File: config.mk
export PLATFORM = sky130hd
export DESIGN_NAME = keypad_scanner
export DESIGN_NICKNAME = d
export VERILOG_FILES = /design/src/rtl/keypad_scanner.sv
export SDC_FILE = /design/constraint.sdc
export NUM_CORES = 1
export LEC_CHECK = 0
export ABC_CLOCK_PERIOD_IN_PS = 3700
export CAP_MARGIN = 20
export CORE_MARGIN = 8
export CORE_UTILIZATION = 40
export DETAILED_ROUTE_END_ITERATION = 10
export HOLD_SLACK_MARGIN = 0.08
export SYNTH_ARGS = -nofsm -noshare
export SYNTH_HDL_FRONTEND = slang
export SYNTH_SLANG_ARGS = --single-unit
File: constraint.sdc
create_clock -name clk -period 3.7 [get_ports clk]
set_input_delay 0.74 -clock clk [delete_from_list [all_inputs] [get_ports clk]]
set_output_delay 0.74 -clock clk [all_outputs]
set_load 0.005 [all_outputs]
File: src/rtl/keypad_scanner.sv
// 4x4 matrix keypad scanner: column scan, press/release debounce, hex encode,
// and a two-digit history (newest/previous key) for the seven-segment path.
module keypad_scanner #(
    parameter int SCAN_DIV        = 50000,
    parameter int DEBOUNCE_CYCLES = 500000
) (
    input  logic       clk,
    input  logic       reset,
    input  logic [3:0] rows,
    output logic [3:0] cols,
    output logic [3:0] key,
    output logic       key_valid,
    output logic       key_held,
    output logic [3:0] new_digit,
    output logic [3:0] old_digit
);

    localparam int MAXP = (SCAN_DIV > DEBOUNCE_CYCLES) ? SCAN_DIV : DEBOUNCE_CYCLES;
    localparam int CW   = $clog2(MAXP) + 1;
    localparam logic [CW-1:0] SCAN_LAST = CW'(SCAN_DIV - 1);
    localparam logic [CW-1:0] DEB_LAST  = CW'(DEBOUNCE_CYCLES - 1);

    typedef enum logic [1:0] {SCAN, DEBOUNCE, HELD, RELEASE} state_t;

    state_t        state_reg, state_next;
    logic [3:0]    sync_reg, rs_reg;
    logic [CW-1:0] cnt_reg, cnt_next, cnt_inc;
    logic [1:0]    col_reg, col_next;
    logic [1:0]    row_reg, row_next;
    logic [3:0]    key_reg, key_next;
    logic          valid_reg, valid_next;
    logic [3:0]    new_reg, new_next;
    logic [3:0]    old_reg, old_next;
    logic [1:0]    low_row;
    logic          row_low;

    function automatic logic [3:0] key_code(input logic [1:0] r, input logic [1:0] c);
        logic [3:0] code;
        case ({r, c})
            4'h0: code = 4'h1;  4'h1: code = 4'h2;  4'h2: code = 4'h3;  4'h3: code = 4'hA;
            4'h4: code = 4'h4;  4'h5: code = 4'h5;  4'h6: code = 4'h6;  4'h7: code = 4'hB;
            4'h8: code = 4'h7;  4'h9: code = 4'h8;  4'hA: code = 4'h9;  4'hB: code = 4'hC;
            4'hC: code = 4'hE;  4'hD: code = 4'h0;  4'hE: code = 4'hF;  default: code = 4'hD;
        endcase
        return code;
    endfunction

    // Scan downward so the lowest-index active row wins.
    always_comb begin
        low_row = 2'd0;
        for (int i = 3; i >= 0; i--) begin
            if (!rs_reg[i]) low_row = 2'(i);
        end
    end

    assign row_low = !rs_reg[row_reg];
    assign cnt_inc = (cnt_reg == '1) ? cnt_reg : cnt_reg + CW'(1);

    always_comb begin
        state_next = state_reg;
        cnt_next   = cnt_reg;
        col_next   = col_reg;
        row_next   = row_reg;
        key_next   = key_reg;
        valid_next = 1'b0;
        new_next   = new_reg;
        old_next   = old_reg;
        case (state_reg)
            SCAN: begin
                if (rs_reg != 4'b1111) begin
                    row_next   = low_row;
                    cnt_next   = '0;
                    state_next = DEBOUNCE;
                end else if (cnt_reg >= SCAN_LAST) begin
                    cnt_next = '0;
                    col_next = col_reg + 2'd1;
                end else begin
                    cnt_next = cnt_inc;
                end
            end
            DEBOUNCE: begin
                if (!row_low) begin
                    cnt_next   = '0;
                    col_next   = col_reg + 2'd1;
                    state_next = SCAN;
                end else if (cnt_reg >= DEB_LAST) begin
                    key_next   = key_code(row_reg, col_reg);
                    valid_next = 1'b1;
                    old_next   = new_reg;
                    new_next   = key_code(row_reg, col_reg);
                    state_next = HELD;
                end else begin
                    cnt_next = cnt_inc;
                end
            end
            HELD: begin
                if (!row_low) begin
                    cnt_next   = '0;
                    state_next = RELEASE;
                end
            end
            RELEASE: begin
                if (row_low) begin
                    state_next = HELD;
                end else if (cnt_reg >= DEB_LAST) begin
                    cnt_next   = '0;
                    col_next   = col_reg + 2'd1;
                    state_next = SCAN;
                end else begin
                    cnt_next = cnt_inc;
                end
            end
            default: state_next = SCAN;
        endcase
    end

    always_ff @(posedge clk) begin
        if (!reset) begin
            state_reg <= SCAN;
            sync_reg  <= 4'b1111;
            rs_reg    <= 4'b1111;
            cnt_reg   <= '0;
            col_reg   <= 2'd0;
            row_reg   <= 2'd0;
            key_reg   <= 4'd0;
            valid_reg <= 1'b0;
            new_reg   <= 4'd0;
            old_reg   <= 4'd0;
        end else begin
            state_reg <= state_next;
            sync_reg  <= rows;
            rs_reg    <= sync_reg;
            cnt_reg   <= cnt_next;
            col_reg   <= col_next;
            row_reg   <= row_next;
            key_reg   <= key_next;
            valid_reg <= valid_next;
            new_reg   <= new_next;
            old_reg   <= old_next;
        end
    end

    assign cols      = ~(4'b0001 << col_reg);
    assign key       = key_reg;
    assign key_valid = valid_reg;
    assign key_held  = (state_reg == HELD) || (state_reg == RELEASE);
    assign new_digit = new_reg;
    assign old_digit = old_reg;

endmodule

==> Yosys cells after proc, flatten, opt, wreduce, memory -nomap -nowiden <==
Memory sizes are Yosys's and may differ from the RTL's. A register that Yosys moved wholly into a read port is not among the register bits.
Cells that the tools add are included.
{ "totals": {"in_bits": 6, "mem_bits_ro": 128, "regBits": 39, "mem_count": 2, "elab_cells": 75} }
{ "memory_table": {"columns": ["name", "depth", "width", "read_ports", "rd_clocked_by_memory_dff", "write_ports", "line", "rtl"], "rows": [
  ["(no name shown)", 16, 4, 1, 1, 0, "39", "case ({r, c})"],
  ["(no name shown)", 16, 4, 1, 1, 0, "39", null]
]} }
{ "classes": {"muxes": 29, "n_reduce_logical": 11, "eq_ne": 15, "n_lt_le_gt_ge": 3, "n_bitwise": 4, "addsub": 2, "shifts": 1} }
{ "op_table": {"columns": ["op", "count"], "rows": [
  ["$mux W20", 8],
  ["$pmux W20 S4", 1],
  ["$mux W2", 15],
  ["$add A20 B1 Y20 const B", 1],
  ["$eq A20 B20 Y1 const B", 1],
  ["$ge A20 B16 Y1 const B", 1],
  ["$ge A20 B19 Y1 const B", 1],
  ["$ne A2 B2 Y1 const B", 7],
  ["$ne A3 B3 Y1 const B", 3],
  ["$pmux W2 S4", 1],
  ["$pmux W2 S3", 1],
  ["$reduce_and A3 Y1", 2],
  ["$reduce_and A6 Y1", 1],
  ["$eq A2 B2 Y1 const B", 2],
  ["$ne A4 B4 Y1 const B", 1],
  ["$not A4 Y4", 1],
  ["$reduce_and A4 Y1", 1],
  ["$shl A1 B2 Y4 const A", 1],
  ["$lt A2 B3 Y1 const B", 1],
  ["$not A1 Y1", 3],
  ["$reduce_bool A3 Y1", 1],
  ["$reduce_or A3 Y1", 1],
  ["$add A2 B1 Y2 const B", 1],
  ["$bmux W1 S2", 1],
  ["6 further kinds", 8]
]} }

==> Depth between registers and ports, before layout <==
Gate-level depths: netlist of run 1.
{ "logic_depth": {"depth_word": 5, "depth_mapped": 9} }

==> Worst setup path before layout of run 1 <==
Ideal clock, no wire load.
{ "synth_path": {"kind": "register -> register", "from": "reg cnt_reg[0]", "to": "reg cnt_reg[12]", "slack_ns": 1.570, "t_required_ns": 3.630, "synth_period_minus_slack_ns": 2.130, "arrival_time_ns": 2.060, "stages_incl_launch_ff": 9, "cell_sequence": "dfxtp_1 > ha_1 > nand2_2 > o211ai_2 > a311oi_4 > a21oi_2 > buf_6 > or4_1 > a21oi_1"} }
{ "synth_via": {"elab_chain_len": 5} }
{ "synth_lines": {"columns": ["item", "line", "rtl"], "rows": [
  ["start, declared", "27", "logic [CW-1:0] cnt_reg, cnt_next, cnt_inc;"],
  ["start signal, assigned", "133", "cnt_reg <= cnt_next;"],
  ["$add A20 B1 Y20 or $eq A20 B20 Y1 (tied branches)", "57", "assign cnt_inc = (cnt_reg == '1) ? cnt_reg : cnt_reg + CW'(1);"],
  ["$mux W20", "57", null],
  ["$mux W20, on equally long branches", "105, 74, 86", null],
  ["$mux W20, on equally long branches", "103, 70, 82", null],
  ["$pmux W20 S4", "68", "case (state_reg)"]
]} }
Several ways; a longest one is shown, not always the timed one. The select of a mux whose other input is x is not followed.
A chain may end at the register's enable or synchronous reset.

==> Worst setup path after layout of run 1 <==
{ "layout_path": {"from": "reg row_reg[0]", "to": "reg cnt_reg[1]"} }
{ "layout_via": {"elab_chain_len": 4} }
{ "layout_lines": {"columns": ["item", "line", "rtl"], "rows": [
  ["start, declared", "29", "logic [1:0] row_reg, row_next;"],
  ["start signal, assigned", "135", "row_reg <= row_next;"],
  ["$bmux W1 S2 *", "56", "assign row_low = !rs_reg[row_reg];"],
  ["$mux W1 (not written as such) *", "56", null],
  ["$mux W20, or another cell as far along", "82", "if (!row_low) begin"],
  ["$pmux W20 S4 or $reduce_and A3 Y1 (tied branches)", null, null]
]} }
Every way passes the cells marked *; elsewhere a longest branch is shown, timed or not. The select of a mux whose other input is x is not followed.

==> impl_metrics.toml, run 1 <==
[placement]
hpwl_um = 3420
place_congestion = 0.812
portBuffers = 23
place_area_um2 = 2540
place_ws_ns = 1.08

[cts]
postCtsSetupBuffers = 0
cts-htree-levels = 2
hold_buffers = 0
clock_latency_ns = 0.30
tritoncts = "done"
path_clk_slew_ns = 0.08
cts.sinks = 43
cts_root_buf = "clkbuf_8"
numCtsBuffers = 5
cts_buffer_depth = 2
cts_resized = 0

[finish]
finalNetCount = 296
fin_area_um2 = 2660
largest_register_ffs = 20
layout-drive-gt1-share = 0.0810
n_fill_cell = 564
antenna_cells = 0
syn2layout_area_growth_pct = 11.5

[worst_hold_path]
hp-class = "flip-flop to flip-flop"
hold_depth = 1

[setup_path]
ff2ff_setup_slack_ns = 1.07
r2r-start = "row_reg[0]"
critPathCaptureType = "flip-flop"
crit_start = "row_reg[0]"
required_ns = 3.87
path_class = "flip-flop to flip-flop"
cp.arrival_ns = 2.80
cp-endpoint = "cnt_reg[1]"
reg2reg_depth = 6
startpoint_type = "flip-flop"
timing.rr.end = "cnt_reg[1]"
crit_fanout = 22

[timing]
final-setup-viol-count = 0
max_freq_ghz = 0.380
fin_skew_ns = 0.00594
rsz0062_at_grt = "false"
setup_slack_ns = 1.07
slew_headroom = 0.427
worst_pin_slew_ns = 0.859
hold_slack_ns = 0.410
layout_min_cycle_time_ns = 2.63
slew_violations = 0
hold_violations = 0
final.setup.tns_ns = 0
period_share = 0.712

[grt]
antenna_found_initial = 0
gr-total-overflow = 0
track_usage = 0.114
grt_max_degree = 23
grt_pass1_wl_um = 8140
grt_pass1_vias = 1731

[synth]
synth_cell_type_count = 53
async_flop_share = 0
synth_top_area_cell = "dfxtp_1"
synth_edf_count = 0
ys_seq_area_frac = 0.362
avgSynthCellArea_um2 = 8.72
netlist_area_um2 = 2380
ys_warn_count = 0
ys.flop_type = "dfxtp_1"
yosysMostFrequentCell = "dfxtp_1"
synth_area_leaders = "dfxtp_1 (36%), mux2i_1 (5.0%), nand2_1 (4.4%)"
synth-seq-cells = 43
synth_fp_nets = 286
synth_common_cells = "dfxtp_1 (43), nand2_1 (28), a21oi_1 (20)"
syn_inst = 273
synth_top_cell_area_share = 0.362

[route]
num_vias = 1975
drtPass1Iterations = 4
ant_nets = 0
drc_errors = 0
finalWirelength_um = 4790
vias_per_cell = 5.50
dr.first_iter.drc_count = 145
wire_per_inst_um = 13.3

[flow_run]
drv_cap = 0

[power]
power_frac_clock = 0.389
switching_share = 0.238
pwr-share-seq = 0.518
p_switching_mw = 0.224
internal-power_mw = 0.717
combPwrFrac = 0.093
power_mw = 0.941
power_leakage_nw = 0.942
cellPowerDensity_nw_per_um2 = 354
ir_drop_uv = 183

[die]
io_pins = 24
core_um2 = 5850
rows = 28
die_height_um = 93.2
initial_utilization = 0.407
die_w_um = 93.2
die_area_um2 = 8680

[run_status]
outcome = "complete, no violations"
critical path, cell delays in order, from the launching register on:
cell	delay (ns)
dfxtp_1	0.51
mux4_2	0.62
or2_1	0.28
o31a_1	0.13
a21oi_2	0.63
mux2i_1	0.28
nor2_1	0.05
stage by stage:
stage,instances,util
floorplan,273,-
global placement,351,0.435
detailed placement,351,0.435
CTS,359,0.454
global route,359,0.454
finish,359,0.454
cell families after synthesis:
logic type,synth area share
buf+inv,0.0951
mux,0.0751
flops,0.362
xor+xnor,0.00736
fa+ha+maj,0.0368
simple gates,0.249
compound gates,0.175
layout make-up:
| type | count | area [um^2] | share of cell area |
|---|---|---|---|
| well taps | 75 | 93.8 | 0.0353 |
| multi-input cells | 194 | 1290 | 0.487 |
| clock buffers | 5 | 68.8 | 0.0259 |
| inverters | 15 | 56.3 | 0.0212 |
| repair buffers | 24 | 238 | 0.0895 |
| flip-flops and latches | 43 | 861 | 0.324 |
| clock inverters | 3 | 43.8 | 0.0165 |
cell usage in the layout, fill, tap and decap left out, types with 3 or more instances in the layout:
cell,netlist,routed
inv_1,15,15
dfxtp_1,43,43
mux2i_1,12,12
clkbuf_8,0,5
nor4_1,4,4
nand3_1,12,12
nor2_1,15,15
or3_1,9,9
o211ai_1,3,3
nand2_1,28,28
or4_1,6,6
and3_1,3,3
o21ai_0,9,9
a211oi_1,4,4
o31ai_1,8,8
nand4_1,7,7
nand2b_1,10,10
nor3_1,5,5
ha_1,7,7
and4_1,3,3
clkdlybuf4s50_1,0,23
a21oi_1,20,20
routing by layer:
metal / vias up / GRT usage / part of all wire
li1: 1013 / - / -
met1: 899 / 0.156 / 0.49
met2: 59 / 0.164 / 0.42
met3: 4 / 0.0208 / 0.078
met4: 0 / 0.0577 / 0.012
met5: - / 0 / 0
power by group through the flow:
stage	combinational (mW)	clock [mW]	sequential, mW
finish	0.0872	0.366	0.487
global route	0.0966	0.396	0.490
CTS	0.0882	0.378	0.487
detailed placement	0.0876	0	0.498
global placement	0.0870	0	0.498
floorplan	0.0707	0	0.492
how the worst min path moves through the flow:
stage,slack (ns),from,endpoint
floorplan,0.39,sync_reg[0],rs_reg[0]
global placement,0.39,sync_reg[0],rs_reg[0]
detailed placement,0.39,sync_reg[3],rs_reg[3]
CTS,0.41,sync_reg[3],rs_reg[3]
global route,0.43,sync_reg[3],rs_reg[3]
finish,0.41,sync_reg[3],rs_reg[3]
Power figures use the tool's default switching activity.
==> run 2, diff against run 1 <==
- ABC_CLOCK_PERIOD_IN_PS: 3700 -> 2700
- clock period: 3.7 -> 2.7 ns (I/O delays scaled with it)
==> impl_metrics.toml, run 2 (same netlist as run 1, synthesis figures left out) <==
[worst_hold_path]
hp-class = "flip-flop to flip-flop"
worstHoldStart = "sync_reg[0]"
holdPathEnd = "rs_reg[0]"
hold_depth = 1

[timing]
slew_headroom = 0.670
rsz0062_at_grt = "false"
fin_skew_ns = 0.00589
worst_pin_slew_ns = 0.491
period_share = 0.908
final-setup-viol-count = 0
layout_min_cycle_time_ns = 2.45
slew_violations = 0
hold_slack_ns = 0.411
max_freq_ghz = 0.408
final.setup.tns_ns = 0
hold_violations = 0

[finish]
antenna_cells = 0
largest_register_ffs = 20
n_fill_cell = 588
finalNetCount = 301
fin_area_um2 = 2710
final_core_utilization = 0.464
final_cell_mix = "dfxtp_1 (43), nand2_1 (28), clkdlybuf4s50_1 (23), a21oi_1 (20)"
layout-drive-gt1-share = 0.0934
syn2layout_area_growth_pct = 13.9
final_common_cell = "dfxtp_1"

[setup_path]
ff2ff_setup_slack_ns = 0.25
crit_fanout = 22
r2r-start = "cnt_reg[0]"
startpoint_type = "flip-flop"
required_ns = 2.93
critPathCaptureType = "flip-flop"
path_class = "flip-flop to flip-flop"
timing.rr.end = "cnt_reg[9]"
cp.arrival_ns = 2.68
reg2reg_depth = 8

[die]
io_pins = 24
initial_utilization = 0.407
die_height_um = 93.2
die_w_um = 93.2
rows = 28
die_area_um2 = 8680
core_um2 = 5850

[route]
finalWirelength_um = 4990
ant_nets = 0
num_vias = 2025
dr.first_iter.drc_count = 91
drc_errors = 0
wire_per_inst_um = 13.7
drtPass1Iterations = 4
vias_per_cell = 5.56

[cts]
postCtsSetupBuffers = 0
numCtsBuffers = 5
tritoncts = "done"
clock_latency_ns = 0.29
cts.sinks = 43
hold_buffers = 0
cts-htree-levels = 2
path_clk_slew_ns = 0.08
cts_resized = 0
cts_buffer_depth = 2
cts_root_buf = "clkbuf_8"

[placement]
place_congestion = 0.883
portBuffers = 23
place_area_um2 = 2580
hpwl_um = 3570

[power]
ir_drop_uv = 249
power_leakage_nw = 0.974
cellPowerDensity_nw_per_um2 = 508
power_mw = 1.38

[grt]
grt_pass1_wl_um = 8580
grt_max_degree = 23
gr-total-overflow = 0
antenna_found_initial = 0
grt_pass1_vias = 1815
track_usage = 0.120

[flow_run]
drv_cap = 0

[run_status]
outcome = "complete, no violations"
==> run 2: critical path: stages (launching register included) <==
cell and delay, ns:
dfxtp_1 0.35, ha_1 0.27, nand2_2 0.18, o211ai_2 0.13
a311oi_4 0.50, a21oi_2 0.10, buf_4 0.21, or4_1 0.48
a21oi_1 0.15
==> run 2: area by class of cell <==
cell class / count / area, um^2 / area share
well taps: 75 / 93.8 / 0.0346
clock inverters: 2 / 60.1 / 0.0221
clock buffers: 6 / 72.6 / 0.0268
repair buffers: 29 / 275 / 0.101
flip-flops and latches: 43 / 861 / 0.317
inverters: 15 / 56.3 / 0.0208
multi-input cells: 194 / 1290 / 0.477
==> run 2: metal layers <==
layer / track usage / vias to the layer above / share of wire
met5: 0 / - / 0
li1: - / 1014 / -
met4: 0.0483 / 0 / 0.018
met2: 0.173 / 47 / 0.42
met3: 0.0337 / 7 / 0.057
met1: 0.165 / 957 / 0.50
==> run 2: through the flow <==
step                      instances  setup WS (ns)
after detailed placement        356          0.267
after CTS                       364          0.239
final                           364          0.249
after floorplan                 273          0.570
after global placement          356          0.353
after global routing            364         0.0749
==> run 2: worst max path at each step <==
stage                        end   startpoint  slack [ns]  depth (start not counted)
finish                cnt_reg[9]   cnt_reg[0]        0.25                          8
CTS                   cnt_reg[9]   cnt_reg[0]        0.24                          8
global route          cnt_reg[9]   cnt_reg[0]        0.07                          8
floorplan            cnt_reg[12]   cnt_reg[0]        0.57                          8
detailed placement    cnt_reg[9]   cnt_reg[0]        0.27                          8
global placement    new_digit[1]  cnt_reg[10]        0.35                          6
==> run 2: where the power goes <==
group / leakage (nW) / switching [mW] / internal [mW]
Combinational: 0.559 / 0.0638 / 0.0628
Sequential: 0.349 / 0.0174 / 0.648
Clock: 0.0654 / 0.216 / 0.370
